$ cat config.mk
export PLATFORM = sky130hd
export DESIGN_NAME = param_add_acc_flat
export DESIGN_NICKNAME = d
export VERILOG_FILES = /design/src/rtl/param_add_acc_if.sv /design/src/rtl/param_add_acc.sv /design/src/flat_wrapper.sv
export SDC_FILE = /design/constraint.sdc
export NUM_CORES = 1
export LEC_CHECK = 0
export CAP_MARGIN = 20
export CORE_AREA = 10 10 55 101
export CTS_BUF_LIST = sky130_fd_sc_hd__clkbuf_16
export CTS_CLUSTER_DIAMETER = 30
export DETAILED_ROUTE_END_ITERATION = 7
export DIE_AREA = 0 0 65 111
export PLACE_DENSITY = 0.81
export SYNTH_ARGS = -nofsm -noshare
export SYNTH_HDL_FRONTEND = slang
export SYNTH_SLANG_ARGS = --single-unit
$ cat constraint.sdc
create_clock -name clk -period 2.05 [get_ports clk]
set_input_delay 0.41 -clock clk [delete_from_list [all_inputs] [get_ports clk]]
set_output_delay 0.41 -clock clk [all_outputs]
set_load 0.02 [all_outputs]
$ cat src/rtl/param_add_acc_if.sv
// Operand/result handshake bundle for param_add_acc.
interface param_add_acc_if #(
  parameter int WIDTH = 4
);
  logic             in_valid;
  logic             in_ready;
  logic [WIDTH-1:0] in_a;
  logic [WIDTH-1:0] in_b;
  logic [1:0]       in_mode;
  logic             in_sat;
  logic             out_valid;
  logic             out_ready;
  logic [WIDTH-1:0] out_sum;
  logic             out_carry;

  modport master (
    output in_valid, in_a, in_b, in_mode, in_sat, out_ready,
    input  in_ready, out_valid, out_sum, out_carry
  );

  modport slave (
    input  in_valid, in_a, in_b, in_mode, in_sat, out_ready,
    output in_ready, out_valid, out_sum, out_carry
  );
endinterface

$ cat src/rtl/param_add_acc.sv
// Registered adder/accumulator with saturation option, overflow counter
// and a small result FIFO for consumer backpressure.
module param_add_acc #(
  parameter int WIDTH     = 4,
  parameter int DEPTH     = 2,
  parameter int CNT_WIDTH = 8
) (
  input  logic                 clk,
  input  logic                 reset,
  param_add_acc_if.slave       bus,
  output logic [WIDTH-1:0]     acc_value,
  output logic [CNT_WIDTH-1:0] ovf_count
);

  localparam int PW = $clog2(DEPTH);
  localparam int CW = PW + 1;

  typedef enum logic [1:0] {
    MODE_ADD = 2'b00,
    MODE_SUB = 2'b01,
    MODE_ACC = 2'b10,
    MODE_CLR = 2'b11
  } mode_e;

  logic [WIDTH-1:0] mem_sum   [DEPTH];
  logic             mem_carry [DEPTH];
  logic [PW-1:0]    wr_ptr;
  logic [PW-1:0]    rd_ptr;
  logic [CW-1:0]    count;

  mode_e            mode;
  logic [WIDTH:0]   add_r;
  logic [WIDTH:0]   acc_r;
  logic [WIDTH-1:0] res_sum;
  logic             res_carry;
  logic             accept;
  logic             pop;

  assign mode = mode_e'(bus.in_mode);

  // Handshake: ready only when a FIFO slot is free; no pass-through when full.
  assign bus.in_ready  = ~reset & (count < CW'(DEPTH));
  assign bus.out_valid = (count != '0);
  assign bus.out_sum   = bus.out_valid ? mem_sum[rd_ptr]   : '0;
  assign bus.out_carry = bus.out_valid ? mem_carry[rd_ptr] : 1'b0;
  assign accept        = bus.in_valid & bus.in_ready;
  assign pop           = bus.out_valid & bus.out_ready;

  // Result datapath for the operation currently offered.
  always_comb begin
    add_r     = {1'b0, bus.in_a} + {1'b0, bus.in_b};
    acc_r     = {1'b0, acc_value} + {1'b0, bus.in_a};
    res_sum   = '0;
    res_carry = 1'b0;
    case (mode)
      MODE_ADD: begin
        res_carry = add_r[WIDTH];
        res_sum   = (bus.in_sat & res_carry) ? '1 : add_r[WIDTH-1:0];
      end
      MODE_SUB: begin
        res_carry = (bus.in_a < bus.in_b);
        res_sum   = (bus.in_sat & res_carry) ? '0 : (bus.in_a - bus.in_b);
      end
      MODE_ACC: begin
        res_carry = acc_r[WIDTH];
        res_sum   = (bus.in_sat & res_carry) ? '1 : acc_r[WIDTH-1:0];
      end
      MODE_CLR: begin
        res_sum   = '0;
        res_carry = 1'b0;
      end
    endcase
  end

  // FIFO pointers and occupancy; simultaneous push and pop keep occupancy.
  always_ff @(posedge clk or posedge reset) begin
    if (reset) begin
      wr_ptr <= '0;
      rd_ptr <= '0;
      count  <= '0;
    end else begin
      if (accept) wr_ptr <= wr_ptr + PW'(1);
      if (pop)    rd_ptr <= rd_ptr + PW'(1);
      case ({accept, pop})
        2'b10:   count <= count + CW'(1);
        2'b01:   count <= count - CW'(1);
        default: count <= count;
      endcase
    end
  end

  // FIFO storage; empty entries are masked at the output so no reset needed.
  always_ff @(posedge clk) begin
    if (accept) begin
      mem_sum[wr_ptr]   <= res_sum;
      mem_carry[wr_ptr] <= res_carry;
    end
  end

  // Accumulator register, touched only by accepted ACC/CLR.
  always_ff @(posedge clk or posedge reset) begin
    if (reset) begin
      acc_value <= '0;
    end else if (accept && mode == MODE_ACC) begin
      acc_value <= res_sum;
    end else if (accept && mode == MODE_CLR) begin
      acc_value <= '0;
    end
  end

  // Saturating count of accepted results carrying a carry/borrow.
  always_ff @(posedge clk or posedge reset) begin
    if (reset) begin
      ovf_count <= '0;
    end else if (accept && res_carry && (ovf_count != '1)) begin
      ovf_count <= ovf_count + CNT_WIDTH'(1);
    end
  end

endmodule

$ cat src/flat_wrapper.sv
// flat-port wrapper written by rule: the top's interface ports become plain ports
module param_add_acc_flat 
#(
  parameter int WIDTH     = 4,
  parameter int DEPTH     = 2,
  parameter int CNT_WIDTH = 8
)
  (clk, reset, acc_value, ovf_count, bus_in_valid, bus_in_a, bus_in_b, bus_in_mode, bus_in_sat, bus_out_ready, bus_in_ready, bus_out_valid, bus_out_sum, bus_out_carry);
  param_add_acc_if #(.WIDTH(WIDTH)) bus_i ();
  input  logic clk;
  input  logic reset;
  output logic [WIDTH-1:0] acc_value;
  output logic [CNT_WIDTH-1:0] ovf_count;
  input wire logic [$bits(bus_i.in_valid)-1:0] bus_in_valid;
  input wire logic [$bits(bus_i.in_a)-1:0] bus_in_a;
  input wire logic [$bits(bus_i.in_b)-1:0] bus_in_b;
  input wire logic [$bits(bus_i.in_mode)-1:0] bus_in_mode;
  input wire logic [$bits(bus_i.in_sat)-1:0] bus_in_sat;
  input wire logic [$bits(bus_i.out_ready)-1:0] bus_out_ready;
  output wire logic [$bits(bus_i.in_ready)-1:0] bus_in_ready;
  output wire logic [$bits(bus_i.out_valid)-1:0] bus_out_valid;
  output wire logic [$bits(bus_i.out_sum)-1:0] bus_out_sum;
  output wire logic [$bits(bus_i.out_carry)-1:0] bus_out_carry;
  assign bus_i.in_valid = bus_in_valid;
  assign bus_i.in_a = bus_in_a;
  assign bus_i.in_b = bus_in_b;
  assign bus_i.in_mode = bus_in_mode;
  assign bus_i.in_sat = bus_in_sat;
  assign bus_i.out_ready = bus_out_ready;
  assign bus_in_ready = bus_i.in_ready;
  assign bus_out_valid = bus_i.out_valid;
  assign bus_out_sum = bus_i.out_sum;
  assign bus_out_carry = bus_i.out_carry;
  param_add_acc #(.WIDTH(WIDTH), .DEPTH(DEPTH), .CNT_WIDTH(CNT_WIDTH)) u_core (.clk(clk), .reset(reset), .bus(bus_i), .acc_value(acc_value), .ovf_count(ovf_count));
endmodule
# == Word level (Yosys, flattened, before mapping) ==
# Memory sizes are Yosys's and may differ from the RTL's.
# Index checks and enable logic that the tools add are counted.
# totals
rom_bits,0
in_bits,15
word_cells,50
latchBits,0
n_memories,2
output_inout_bits,19
mem_bits_rw,10
regBits,16
# op_classes
bitwise,7
n_div,0
n_mul,0
shifts,0
n_eq_ne,6
addsub,8
reduce_logical,8
n_lt_le_gt_ge,2
mux,12
# mem_list
name,words,width,rd,rd_ports_with_merged_regs,write_ports,line,text
u_core.mem_sum,2,4,1,0,1,param_add_acc.sv:25,logic [WIDTH-1:0] mem_sum [DEPTH];
u_core.mem_carry,2,1,1,0,1,param_add_acc.sv:26,logic mem_carry [DEPTH];
# op_table
operator,count
$mux W4,6
$pmux W4 S4,1
$add A4 B4 Y5,2
$add A8 B1 Y8 const B,1
$ne A8 B8 Y1 const B,1
$and A1 B1 Y1,6
$eq A2 B2 Y1 const B,3
$reduce_bool A2 Y1,3
$eq A2 B1 Y1 const B,2
$logic_and A1 B1 Y1,4
$lt A4 B4 Y1,1
$pmux W1 S4,1
$pmux W2 S2,1
$sub A4 B4 Y4,1
$mux W1,3
$add A1 B1 Y1 const B,2
$add A2 B1 Y2 const B,1
$logic_not A2 Y1,1
$lt A2 B2 Y1 const B,1
$sub A2 B1 Y2 const B,1
$not A1 Y1,1

# == Longest topological paths before layout ==
# logic_depth
word_depth,6
ltp_mapped,9
mapped_depth_nobuf,8

# == Worst setup path before layout ==
# OpenSTA, ideal clock, no wires.
# synth_timing
path_kind,flip-flop to flip-flop
startpoint,reg u_core.acc_value[0]
endpoint,reg u_core.ovf_count[1]
setup_time_ns,0.125
period_less_slack_ns,2.272
path_stages_with_launch,9
n_path_buf,0
path_slack_ns,-0.222
arrival_ns,2.147
cell_sequence,dfrtp_1 -> ha_1 -> inv_1 -> fa_1 -> nand2b_1 -> o2bb2ai_1 -> a211oi_4 -> o21ai_2 -> mux2_4
# synth_via
elab_chain_len,4
# synth_lines
item,line,text
from (decl),param_add_acc.sv:11,"output logic [WIDTH-1:0] acc_value,"
from (signal assigned),param_add_acc.sv:105,acc_value <= res_sum;
$add A4 B4 Y5,param_add_acc.sv:52,"acc_r = {1'b0, acc_value} + {1'b0, bus.in_a};"
$pmux W1 S4,param_add_acc.sv:55,case (mode)
$logic_and A1 B1 Y1 (2 in series),param_add_acc.sv:115,end else if (accept && res_carry && (ovf_count != '1)) begin
to (signal assigned),param_add_acc.sv:116,ovf_count <= ovf_count + CNT_WIDTH'(1);
to (decl),param_add_acc.sv:12,output logic [CNT_WIDTH-1:0] ovf_count
# No other way between the ends.
# A chain may end at the register's enable or synchronous reset.

# == Worst setup path in the final report ==
# layout_timing
startpoint,in bus_in_b[1]
endpoint,reg u_core.ovf_count[1]
# layout_via
elab_chain_len,4
# layout_lines
item,line,text
from (decl),flat_wrapper.sv:16,input wire logic [$bits(bus_i.in_b)-1:0] bus_in_b;
$add A4 B4 Y5 or $lt A4 B4 Y1 (tied branches),"param_add_acc.sv:51, param_add_acc.sv:61",
$pmux W1 S4 (*),param_add_acc.sv:55,
$logic_and A1 B1 Y1 (*) (2 in series),param_add_acc.sv:115,
# Every way passes the cells marked *; elsewhere a longest branch is shown, timed or not.

==> flow_summary_export.csv <==
group,metric,value,unit
status,status,"finished with violations",
status,violations,"setup timing",
detailed_routing,routedWlPerCell,16.4,um
detailed_routing,totalWireLength,4.56,mm
sta,drv_slew,0,
setup_path,crit_fanout,8,
power,power.internal,0.00176,W
sta,fin_skew,0.00271,ns
synthesis,yosysWarnings,0,
synthesis,ys_seq_area_share,40.0,%
placement,dp_slack,-0.714,ns
final_layout,fin_nets,259,
sta,finalSetupViolations,6,
global_route,grt_pass1_vias,1699,
sta,clock.fmax,477,MHz
setup_path,crit_chain,"dlygate4sd2_1, buf_6, fa_2, nand2b_4, o2bb2ai_2, and3b_2, o21ai_4, mux2_4",
die,die-area,7220,um^2
setup_path,critPathSlowestCell,"fa_2",
setup_path,critPathLaunchType,"primary input",
die,dieHeight,111,um
clocking,ctsHoldBuffers,0,
power,p_leak,1.11,nW
global_route,top_usage_layer,"met2",
sta,holdWs,0.500,ns
die,ios,34,
clocking,clkTransAtPathRegs,0.06,ns
global_route,grt_max_degree,17,
sta,period_share,102,%
placement,place_area,2410,um^2
setup_path,crit_arrival,2.24,ns
die,rows,33,
clocking,htree_levels,1,
sta,setup_ws,-0.0457,ns
global_route,gr-usage-met3,2.43,%
detailed_routing,via_per_inst,5.42,
global_route,antenna_found_initial,0,
sta,max_slew_margin,57.6,%
power,ir_drop,0.959,mV
synthesis,syn_avg_cell_area,10.7,um^2
clocking,cts_root_buf,"clkbuf_16",
hold_path,holdPathStages,1,
power,switchingPower,0.00102,W
global_route,grt_util_met2,23.8,%
final_layout,finalNonFillerCells,278,
global_route,grt_usage,12.9,%
synthesis,synth_mux_area_share,3.71,%
power,p_clk_share,18.2,%
final_layout,fillers,302,
sta,worst_pin_slew,0.635,ns
setup_path,max_stage_delay,0.38,ns
global_route,grt_pass1_wl,7.75,mm
placement,dp.cells,274,
die,coreArea,4010,um^2
synthesis,ys_types,45,
final_layout,antenna_cells,0,
power,power_frac_comb,51.1,%
setup_path,critPathKind,"in2reg",
setup_path,end_kind,"flip-flop",
synthesis,netlist.area_leader.share,22.8,%
synthesis,synth_top_family_by_area,"compound AO/OA/AOI/OAI gates",
hold_path,min_to,"u_core.ovf_count[5]",
synthesis,synthXorXnorAreaFrac,8.49,%
detailed_routing,ant_nets,0,
hold_path,holdCritStartpoint,"u_core.ovf_count[5]",
synthesis,synth.cell_area,1750,um^2
sta,hold_viol_final,0,
synthesis,ys_ff_latch,26,
die,start_util,43.8,%
setup_path,reg2reg_from,"u_core.acc_value[0]",
final_layout,stdcell_area,2600,um^2
synthesis,synth_fa_ha_area_share,13.4,%
clocking,clock_latency,0.26,ns
setup_path,rr_worst_depth,9,
power,p_seq_share,30.8,%
final_layout,drive_above_1_share,31.9,%
final_layout,fin_util,64.9,%
clocking,cts_tree,"yes",
die,die_w,65,um
synthesis,synth_enable_flop_cells,10,
clocking,postCtsSetupRepairBufs,0,
synthesis,synth-simple-area-share,12.1,%
synthesis,synth.net_count,196,
sta,grt_setup_unrepaired,"yes",
detailed_routing,dr.pass1.iters,4,
global_route,met1_usage,13.3,%
synthesis,yosys.area.top_type,"dfrtp_1",
placement,dp_hpwl,3.60,mm
setup_path,required,2.19,ns
detailed_routing,dr_total_vias,1508,
synthesis,netlist_top_cells_area,"dfrtp_1 23%, edfxtp_1 17%, ha_1 10%, xnor2_1 6.5%, fa_1 3.4%",
sta,fin_crit,2.10,ns
final_layout,multi_input_area,1120,um^2
synthesis,synthArstFlopShare,61.5,%
power,p_sw_share,36.7,%
flow_run,drv_cap,0,
setup_path,timing.rr.end,"u_core.ovf_count[1]",
clocking,clkSinkCount,26,
detailed_routing,drt_drc_violations_left,0,
setup_path,r2r_slack,-0.05,ns
power,powerDensity,1070,nW/um^2
synthesis,synthCells,164,
clocking,cts_buffer_depth,2,
placement,gp_congestion,0.839,
hold_path,hold_path_class,"reg2reg",
global_route,gr-total-overflow,0,
synthesis,ys.flop_type,"dfrtp_1",
detailed_routing,initialDrtViolationCount,67,
placement,portBuffers,33,
final_layout,syn_to_final_growth,48.2,%
final_layout,seqCellArea,702,um^2
synthesis,synth_compound_area_share,17.8,%
clocking,cts_buffers,3,
-- per-stage QoR --
step                      TNS [ns]  total power (W)
after floorplan            -0.0542          0.00162
after global placement      -11.05          0.00218
after detailed placement    -12.41          0.00224
after CTS                   -0.161          0.00279
after global routing        -0.891          0.00297
final                      -0.0914          0.00279
-- what timing repair did --
item                                    4_1_cts  5_1_grt
pin swaps                                     6        8
resized for setup                            28        7
endpoints found under the setup margin       26       25
-- how the worst max path moves through the flow --
stage                   startpoint                  end  slack (ns)
2_1_floorplan  u_core.acc_value[0]  u_core.ovf_count[1]       -0.05
3_3_place_gp           bus_in_a[0]  u_core.ovf_count[1]       -0.64
3_5_place_dp           bus_in_a[0]  u_core.ovf_count[1]       -0.71
4_1_cts        u_core.acc_value[0]  u_core.ovf_count[1]       -0.04
5_1_grt        u_core.acc_value[0]  u_core.ovf_count[1]        -0.1
6_report               bus_in_b[1]  u_core.ovf_count[1]       -0.05
-- state kept, by name, indices dropped and copies added, names as in the netlist --
register,flops
u_core.mem_sum,8
u_core.ovf_count,8
u_core.acc_value,4
u_core.count,2
u_core.mem_carry,2
u_core.rd_ptr,1
u_core.wr_ptr,1
-- cell families after synthesis --
| group | Yosys count |
|---|---|
| compound gates | 38 |
| buf+inv | 18 |
| flops | 26 |
| mux | 6 |
| xor+xnor | 17 |
| fa+ha+maj | 17 |
| simple gates | 42 |
-- cell type report --
| type | count | share of cell area, % |
|---|---|---|
| sequential | 26 | 27.0 |
| tap | 52 | 2.50 |
| clock buffer | 4 | 3.85 |
| timing repair buffer | 64 | 21.6 |
| multi-input combinational | 120 | 43.3 |
| inverter | 12 | 1.73 |
-- critical path: cells and delay by family --
| kind | cells | cell delay, ns |
|---|---|---|
| fa+ha+maj | 1 | 0.38 |
| mux | 1 | 0.31 |
| compound gates | 2 | 0.32 |
| buf+inv | 2 | 0.37 |
| simple gates | 2 | 0.44 |
-- layer usage --
metal  vias to the layer above  part of all wire [%]
met3                        14                   4.3
met1                       734                    39
met5                         -                     0
li1                        713                     -
met2                        47                    54
met4                         0                   3.0
-- power groups by stage --
stage / combinational (W) / sequential, W / clock, W
after floorplan: 0.000740 / 0.000883 / 0
after global routing: 0.00156 / 0.000879 / 0.000533
after global placement: 0.00133 / 0.000846 / 0
final: 0.00142 / 0.000858 / 0.000506
after CTS: 0.00142 / 0.000853 / 0.000519
after detailed placement: 0.00138 / 0.000853 / 0
-- synth_stat cells (all sizes together), types with 2 or more instances --
library cell  instances
o2bb2ai               2
xor2                  4
fa                    3
mux2i                 5
inv                  12
a22o                  2
and3                  4
a21o                  4
nor2b                 2
buf                   3
nand3                 3
o211ai                5
ha                   14
a211oi                4
dfrtp                16
o21ai                 5
clkbuf                3
nand2b                4
nand2                 9
xnor2                13
nor2                 14
o21a                  2
edfxtp               10
a21oi                 5
-- layout by cell type, fill, tap and decap left out, types with 3 or more instances in the layout --
cell,n
ha_2,3
xor2_1,4
inv_2,3
dfrtp_1,15
o211ai_1,5
a21o_1,4
nand2_1,9
dlygate4sd2_1,6
nor2_1,12
ha_4,4
mux2i_1,5
buf_4,29
and3_1,4
ha_1,7
inv_1,9
xnor2_1,13
edfxtp_1,10
fa_2,3
clkbuf_16,4
nand3_1,3
o21ai_0,3
clkdlybuf4s50_1,24
a21oi_1,4
Note: power is estimated with default switching activity, not from simulation.
